--- config.mk ---
export PLATFORM = sky130hd
export DESIGN_NAME = axi_ahb_rw_scheduler_flat
export DESIGN_NICKNAME = d
export VERILOG_FILES = /design/src/rtl/axi_ahb_rw_scheduler_if.sv /design/src/rtl/axi_ahb_rw_scheduler.sv /design/src/flat_wrapper.sv
export SDC_FILE = /design/constraint.sdc
export NUM_CORES = 1
export LEC_CHECK = 0
export BUFFER_PORTS_ARGS = -buffer_cell sky130_fd_sc_hd__buf_2
export CAP_MARGIN = 0
export CORE_ASPECT_RATIO = 0.7
export CORE_MARGIN = 2
export CORE_UTILIZATION = 52
export CTS_CLUSTER_SIZE = 24
export DETAILED_ROUTE_END_ITERATION = 16
export PLACE_DENSITY = 0.77
export SLEW_MARGIN = 10
export SYNTH_ARGS = -nofsm -noshare
export SYNTH_HDL_FRONTEND = slang
export SYNTH_SLANG_ARGS = --single-unit
--- constraint.sdc ---
create_clock -name a_clk -period 2.6 [get_ports a_clk]
set_input_delay 0.26 -clock a_clk [delete_from_list [all_inputs] [get_ports a_clk]]
set_output_delay 0.26 -clock a_clk [all_outputs]
set_load 0.05 [all_outputs]
--- src/rtl/axi_ahb_rw_scheduler_if.sv ---
`default_nettype none
// +----------------------------------------------------------------------+
// | Module   : axi_ahb_rw_scheduler_if                                    |
// | Brief    : Request/grant bundle between bridge FIFOs and AHB scheduler|
// | Revision : 1.0                                                        |
// +----------------------------------------------------------------------+
interface axi_ahb_rw_scheduler_if;
    logic       wr_req;
    logic [3:0] wr_len;
    logic       rd_req;
    logic [3:0] rd_len;
    logic       beat_done;
    logic       abort;
    logic       grant_wr;
    logic       grant_rd;
    logic [3:0] beat_cnt;
    logic       burst_last;
    logic       wr_pop;
    logic       rd_pop;
    logic       busy;

    modport master (
        output wr_req, wr_len, rd_req, rd_len, beat_done, abort,
        input  grant_wr, grant_rd, beat_cnt, burst_last, wr_pop, rd_pop, busy
    );

    modport slave (
        input  wr_req, wr_len, rd_req, rd_len, beat_done, abort,
        output grant_wr, grant_rd, beat_cnt, burst_last, wr_pop, rd_pop, busy
    );
endinterface
`default_nettype wire

--- src/rtl/axi_ahb_rw_scheduler.sv ---
`default_nettype none
// +----------------------------------------------------------------------+
// | Module   : axi_ahb_rw_scheduler                                       |
// | Brief    : Burst-granular round-robin owner of the bridge AHB port    |
// | Revision : 1.0                                                        |
// +----------------------------------------------------------------------+
module axi_ahb_rw_scheduler #(
    parameter int PRIORITY_WRITE = 1,
    parameter int TURN_CYCLES    = 1
) (
    input  logic                         a_clk,
    input  logic                         a_resetn,
    axi_ahb_rw_scheduler_if.slave        bus
);

    localparam logic [2:0] c_IDLE     = 3'd0;
    localparam logic [2:0] c_WR_BURST = 3'd1;
    localparam logic [2:0] c_RD_BURST = 3'd2;
    localparam logic [2:0] c_TURN     = 3'd3;
    localparam logic [2:0] c_WR_LOAD  = 3'd4;
    localparam logic [2:0] c_RD_LOAD  = 3'd5;

    localparam logic [1:0] c_TURN_LOAD    = 2'(TURN_CYCLES);
    // last_dir is 1 for write; reset so the first tie lands on the preferred side
    localparam logic       c_LAST_DIR_RST = (PRIORITY_WRITE == 0);

    logic [2:0] r_state;
    logic [2:0] w_state_nxt;
    logic       r_last_dir;
    logic [3:0] r_len;
    logic [3:0] r_beat_cnt;
    logic [1:0] r_turn_cnt;

    logic w_in_wr;
    logic w_in_rd;
    logic w_in_burst;
    logic w_last;
    logic w_end;

    assign w_in_wr    = (r_state == c_WR_BURST);
    assign w_in_rd    = (r_state == c_RD_BURST);
    assign w_in_burst = w_in_wr || w_in_rd;
    assign w_last     = w_in_burst && (r_beat_cnt == r_len);
    assign w_end      = w_in_burst && (bus.abort || (bus.beat_done && w_last));

    always_ff @(posedge a_clk or negedge a_resetn) begin
        if (!a_resetn) begin
            r_state <= c_IDLE;
        end else begin
            r_state <= w_state_nxt;
        end
    end

    always_comb begin
        w_state_nxt = r_state;
        case (r_state)
            c_IDLE: begin
                if (bus.wr_req && bus.rd_req) begin
                    w_state_nxt = r_last_dir ? c_RD_BURST : c_WR_BURST;
                end else if (bus.wr_req) begin
                    w_state_nxt = c_WR_BURST;
                end else if (bus.rd_req) begin
                    w_state_nxt = c_RD_BURST;
                end
            end
            c_WR_BURST: begin
                if (w_end) begin
                    if (bus.rd_req) begin
                        w_state_nxt = (TURN_CYCLES == 0) ? c_RD_BURST : c_TURN;
                    end else if (bus.wr_req) begin
                        w_state_nxt = c_WR_LOAD;
                    end else begin
                        w_state_nxt = c_IDLE;
                    end
                end
            end
            c_RD_BURST: begin
                if (w_end) begin
                    if (bus.wr_req) begin
                        w_state_nxt = (TURN_CYCLES == 0) ? c_WR_BURST : c_TURN;
                    end else if (bus.rd_req) begin
                        w_state_nxt = c_RD_LOAD;
                    end else begin
                        w_state_nxt = c_IDLE;
                    end
                end
            end
            // the popped FIFO head has settled by now, so its len is latched on exit
            c_WR_LOAD: w_state_nxt = bus.wr_req ? c_WR_BURST : c_IDLE;
            c_RD_LOAD: w_state_nxt = bus.rd_req ? c_RD_BURST : c_IDLE;
            c_TURN: begin
                if (r_turn_cnt <= 2'd1) begin
                    if (!r_last_dir) begin
                        w_state_nxt = bus.wr_req ? c_WR_BURST : c_IDLE;
                    end else begin
                        w_state_nxt = bus.rd_req ? c_RD_BURST : c_IDLE;
                    end
                end
            end
            default: w_state_nxt = c_IDLE;
        endcase
    end

    always_ff @(posedge a_clk or negedge a_resetn) begin
        if (!a_resetn) begin
            r_last_dir <= c_LAST_DIR_RST;
            r_len      <= 4'd0;
            r_beat_cnt <= 4'd0;
            r_turn_cnt <= 2'd0;
        end else begin
            if (w_end) begin
                r_last_dir <= w_in_wr;
            end

            if ((w_state_nxt == c_WR_BURST) && (r_state != c_WR_BURST)) begin
                r_len <= bus.wr_len;
            end else if ((w_state_nxt == c_RD_BURST) && (r_state != c_RD_BURST)) begin
                r_len <= bus.rd_len;
            end

            if (!w_in_burst || w_end) begin
                r_beat_cnt <= 4'd0;
            end else if (bus.beat_done && (r_beat_cnt != r_len)) begin
                r_beat_cnt <= r_beat_cnt + 4'd1;
            end

            if (w_end && (w_state_nxt == c_TURN)) begin
                r_turn_cnt <= c_TURN_LOAD;
            end else if ((r_state == c_TURN) && (r_turn_cnt != 2'd0)) begin
                r_turn_cnt <= r_turn_cnt - 2'd1;
            end
        end
    end

    always_comb begin
        bus.grant_wr   = (r_state == c_WR_BURST) || (r_state == c_WR_LOAD);
        bus.grant_rd   = (r_state == c_RD_BURST) || (r_state == c_RD_LOAD);
        bus.beat_cnt   = r_beat_cnt;
        bus.burst_last = w_last;
        bus.wr_pop     = w_end && w_in_wr;
        bus.rd_pop     = w_end && w_in_rd;
        bus.busy       = (r_state != c_IDLE);
    end

endmodule
`default_nettype wire

--- src/flat_wrapper.sv ---
// flat-port wrapper written by rule: the top's interface ports become plain ports
module axi_ahb_rw_scheduler_flat 
#(
    parameter int PRIORITY_WRITE = 1,
    parameter int TURN_CYCLES    = 1
)
  (a_clk, a_resetn, bus_wr_req, bus_wr_len, bus_rd_req, bus_rd_len, bus_beat_done, bus_abort, bus_grant_wr, bus_grant_rd, bus_beat_cnt, bus_burst_last, bus_wr_pop, bus_rd_pop, bus_busy);
  axi_ahb_rw_scheduler_if bus_i ();
  input  logic a_clk;
  input  logic a_resetn;
  input wire logic [$bits(bus_i.wr_req)-1:0] bus_wr_req;
  input wire logic [$bits(bus_i.wr_len)-1:0] bus_wr_len;
  input wire logic [$bits(bus_i.rd_req)-1:0] bus_rd_req;
  input wire logic [$bits(bus_i.rd_len)-1:0] bus_rd_len;
  input wire logic [$bits(bus_i.beat_done)-1:0] bus_beat_done;
  input wire logic [$bits(bus_i.abort)-1:0] bus_abort;
  output wire logic [$bits(bus_i.grant_wr)-1:0] bus_grant_wr;
  output wire logic [$bits(bus_i.grant_rd)-1:0] bus_grant_rd;
  output wire logic [$bits(bus_i.beat_cnt)-1:0] bus_beat_cnt;
  output wire logic [$bits(bus_i.burst_last)-1:0] bus_burst_last;
  output wire logic [$bits(bus_i.wr_pop)-1:0] bus_wr_pop;
  output wire logic [$bits(bus_i.rd_pop)-1:0] bus_rd_pop;
  output wire logic [$bits(bus_i.busy)-1:0] bus_busy;
  assign bus_i.wr_req = bus_wr_req;
  assign bus_i.wr_len = bus_wr_len;
  assign bus_i.rd_req = bus_rd_req;
  assign bus_i.rd_len = bus_rd_len;
  assign bus_i.beat_done = bus_beat_done;
  assign bus_i.abort = bus_abort;
  assign bus_grant_wr = bus_i.grant_wr;
  assign bus_grant_rd = bus_i.grant_rd;
  assign bus_beat_cnt = bus_i.beat_cnt;
  assign bus_burst_last = bus_i.burst_last;
  assign bus_wr_pop = bus_i.wr_pop;
  assign bus_rd_pop = bus_i.rd_pop;
  assign bus_busy = bus_i.busy;
  axi_ahb_rw_scheduler #(.PRIORITY_WRITE(PRIORITY_WRITE), .TURN_CYCLES(TURN_CYCLES)) u_core (.a_clk(a_clk), .a_resetn(a_resetn), .bus(bus_i));
endmodule
Word level (Yosys, flattened, before mapping)
Cells that the tools add are included.

word-level totals
  bits in registers = 14
  input port bits = 14
  logic and storage cells = 64

operators by class
  $add $sub $neg = 2
  magnitude comparators = 1
  equal/unequal tests = 12
  muxes and demuxes = 21
  reduce and logical (&&, ||, !) cells = 23

operators by type and width
  kind                   number
  $mux W3                11
  $pmux W3 S6            1
  $mux W4                4
  $eq A3 B2 Y1 const B   4
  $logic_and A1 B1 Y1    11
  $mux W2                4
  $reduce_bool A2 Y1     4
  $eq A3 B1 Y1 const B   2
  $eq A3 B3 Y1 const B   2
  $logic_or A1 B1 Y1     5
  $add A4 B1 Y4 const B  1
  $eq A4 B4 Y1           1
  $ne A4 B4 Y1           1
  $logic_not A3 Y1       1
  $ne A3 B1 Y1 const B   1
  $ne A3 B2 Y1 const B   1
  $reduce_bool A3 Y1     1
  $le A2 B1 Y1 const B   1
  $sub A2 B1 Y2 const B  1
  $logic_not A1 Y1       1
  $mux W1                1

Logic depth before layout (Yosys ltp)
  depth in word-level cells = 12
  mapped depth = 9
  depth with buffers taken out = 9

Least setup slack after synthesis
OpenSTA, ideal clock, no wires.

  path type = register to output
  start = register u_core.r_beat_cnt[2], in the netlist u_core.bus.beat_cnt[2]
  end = output port bus_wr_pop
  data arrival time = 2298 ps
  path slack = 42 ps
  cell stages (with the launch flop) = 6
  cell sequence = dfrtp_1 -> xor2_1 -> nor4_4 -> and2_1 -> a21oi_1 -> nor2b_1

between the ends
  longest elaborated chain between the ends = 6

RTL lines
  item                    line                         RTL
  start, declared         axi_ahb_rw_scheduler.sv:31   logic [3:0] r_beat_cnt;
  start signal, assigned  axi_ahb_rw_scheduler.sv:124  r_beat_cnt <= r_beat_cnt + 4'd1;
  $eq A4 B4 Y1            axi_ahb_rw_scheduler.sv:43   assign w_last = w_in_burst && (r_beat_cnt == r_len);
  $logic_and A1 B1 Y1     axi_ahb_rw_scheduler.sv:43
  $logic_and A1 B1 Y1     axi_ahb_rw_scheduler.sv:44   assign w_end = w_in_burst && (bus.abort || (bus.beat_done && w_last));
  $logic_or A1 B1 Y1      axi_ahb_rw_scheduler.sv:44
  $logic_and A1 B1 Y1     axi_ahb_rw_scheduler.sv:44
  $logic_and A1 B1 Y1     axi_ahb_rw_scheduler.sv:140  bus.wr_pop = w_end && w_in_wr;
  end, declared           flat_wrapper.sv:21           output wire logic [$bits(bus_i.wr_pop)-1:0] bus_wr_pop;

No other way between the ends.

Final worst setup path
Same ends and word-level chain as after synthesis.

==> reports/metrics.yaml <==
outcome:
  status: "finished with violations"
  failed_checks: "DRC"
clock_tree:
  cts.sinks: 14
  cts_setup_buffers: 0
  cts_tree: "done"
  root_buffer: "clkbuf_4"
  clockBufferDepth: 2
  h-tree-depth: 1
  clk_latency_ns: 0.29
  clkSlewWorstSetupHoldPaths_ns: 0.09
  cts_made_buffers: 3
timing:
  max-slew-margin-rel: 0.625
  rsz0062_at_grt: "false"
  worst_pin_slew_ns: 0.548
  fmax_ghz: 0.410
  finalHoldViolCount: 0
  setup_violations: 0
  fin_setup_tns_ns: 0
  finalWorstPathRequiredPeriod_ns: 2.44
  fin_hold_ws_ns: 0.221
  final_max_slew_viol_count: 0
  fin_crit_sh: 0.939
  fin_skew_ns: 0.000712
setup_path:
  cp_slowest_cell: "dfrtp_1"
  ff2ff_setup_slack_ns: 0.29
  slowest_delay_ns: 0.45
  reg2reg_depth: 7
  endpoint_kind: "output pin"
  cp-start-kind: "flip-flop"
  r2r_end: "u_core.r_len[0]$_DFFE_PN0P_"
  r2r_start: "u_core.r_state[2]$_DFF_PN0_"
  path_class: "reg -> out"
  worstPathMaxFanout: 6
  critPathRequiredTime_ns: 2.34
  crit_path_cell_trace: "xor2_1, nor4_4, and2_1, a21oi_1, nor2b_1, buf_2"
  worstPathArrival_ns: 2.18
synth:
  ys.flop_type: "dfrtp_1"
  synth_edf_count: 0
  synth-seq-area-share: 0.323
  yosys_warnings: 0
  synth.area.top_cells: "dfrtp_1, inv_1, nor2_1"
  synth_top_area_cell: "dfrtp_1"
  synthesis.nets: 143
  synth.top_cell.area_share: 0.323
  netlist_area_mm2: 0.00109
  synth_cell_types: 40
  postSynthAreaPerCell_um2: 8.62
  synthCells: 126
  synthArstFlopShare: 1.00
  ys_seq_elements: 14
hold_path:
  hp-start: "bus_wr_len[1]"
  min_path_cells: 3
  min_delay_worst_endpoint: "u_core.r_len[1]$_DFFE_PN0P_"
  hold_path.class: "in -> reg"
cells_and_area:
  antenna_cells: 0
  syn_to_final_growth_pct: 14.6
  drive_gt1_frac: 0.228
  finalNonFillerCells: 171
  layout.cells.most_common_list: "buf_2, inv_1, dfrtp_1"
  finalNetCount: 167
  final_common_cell: "buf_2"
  fin_area_mm2: 0.00124
  fill_cells: 163
grt:
  grt_overflow_total: 0
  global_route.usage.met2: 0.346
  top_usage_layer: "met2"
  grt_max_degree: 15
  grtUsageTotal: 0.236
  grt_pass1_wl_mm: 4.45
  use_met1: 0.328
  grt_pass1_vias: 977
  antenna_found_initial: 0
  met3_usage: 0.0772
route:
  drt-pass1-iter-count: 10
  drc: 1
  via_count: 1035
  wl_per_cell_um: 15.5
  drtAntennaViolNets: 0
  drt-initial-drc-count: 81
  via_per_inst: 6.05
  drt-total-wl_mm: 2.66
floorplan:
  core_mm2: 0.00192
  die_w_um: 58.6
  rows: 13
  start_util: 0.566
  die-area_mm2: 0.00248
  pin_count: 24
  die_h_um: 42.2
placed_design:
  hpwlAfterDp_mm: 1.96
  place_area_mm2: 0.00120
  place_inst: 166
  gp_congestion: 0.973
  port_buffers: 23
power_and_ir_drop:
  power.density_mw_per_mm2: 1200
  p_leak_uw: 0.000608
  ir_drop_mv: 0.522
run:
  drv_cap: 0
## final cells by class
type	count	area (um2)	share of cell area
Inverter	15	56.3	0.0452
Tap cell	22	27.5	0.0221
Clock buffer	4	36.3	0.0291
Sequential cell	14	350	0.281
Multi-Input combinational cell	92	649	0.522
Timing Repair Buffer	24	125	0.101
## logic make-up after synthesis
logic type / share of synthesized area
compound gates: 0.196
buf+inv: 0.0795
xor+xnor: 0.0565
mux: 0.0184
fa+ha+maj: 0.0346
flops: 0.323
simple gates: 0.293
## repair_timing
action / CTS / global route
resized for setup: 0 / 0
hold endpoints to repair: 14 / 0
hold buffers: 1 / 0
## cell usage after synthesis, drive strengths merged (2+ instances only)
cell,number
nand2b,5
buf,3
o21a,2
o21ai,6
nand3b,2
ha,3
a221oi,4
nor3,4
a211oi,4
and2,3
a2111oi,2
nor3b,2
inv,15
nor4,2
mux2i,2
xnor2,3
clkbuf,2
nand4bb,2
nand2,8
nor2,14
a21oi,5
nor2b,3
dfrtp,14
xor2,4
## through the flow
step                      total power [uW]  setup WS (ns)  utilization
final                                 1490          0.159        0.649
after global routing                  1600         0.0160        0.649
after CTS                             1490          0.167        0.649
after detailed placement              1310          0.330        0.625
after global placement                1270          0.368        0.625
after floorplan                       1130         0.0418            -
## worst max-delay path: cells and delay by family, from the launching register on
family	cells	cell delay, ns
AND/OR/NAND/NOR	3	0.85
AO/OA/AOI/OAI	1	0.13
XOR/XNOR	1	0.19
flip-flops	1	0.45
buffers and inverters	1	0.28
## how the worst max path moves through the flow
stage / startpoint / endpoint / slack, ns / cells after the start
after global routing: u_core.bus.beat_cnt[2]$_DFFE_PN0P_ / bus_wr_pop / 0.02 / 6
after CTS: u_core.bus.beat_cnt[2]$_DFFE_PN0P_ / bus_wr_pop / 0.17 / 6
after global placement: u_core.r_state[1]$_DFF_PN0_ / u_core.r_turn_cnt[0]$_DFFE_PN0P_ / 0.37 / 6
after detailed placement: u_core.bus.beat_cnt[2]$_DFFE_PN0P_ / u_core.r_len[0]$_DFFE_PN0P_ / 0.33 / 7
final: u_core.bus.beat_cnt[2]$_DFFE_PN0P_ / bus_wr_pop / 0.16 / 6
after floorplan: u_core.bus.beat_cnt[2]$_DFFE_PN0P_ / bus_wr_pop / 0.04 / 5
## routing by layer
metal | part of all wire | up-vias
met5 | 0 | -
met1 | 0.46 | 487
met4 | 0.017 | 0
met3 | 0.089 | 10
li1 | - | 490
met2 | 0.43 | 48
## sequential cells by signal (all words and copies together), names as in the netlist
signal	flops
u_core.bus.beat_cnt	4
u_core.r_last_dir	1
u_core.r_len	4
u_core.r_state	3
u_core.r_turn_cnt	2
## report_power, final
part	internal, uW	switching (uW)	leakage, uW
Combinational	338	569	0.000415
Clock	85.3	80.5	0.0000210
Sequential	300	120	0.000172
Total	723	769	0.000608
Power figures use the tool's default switching activity.
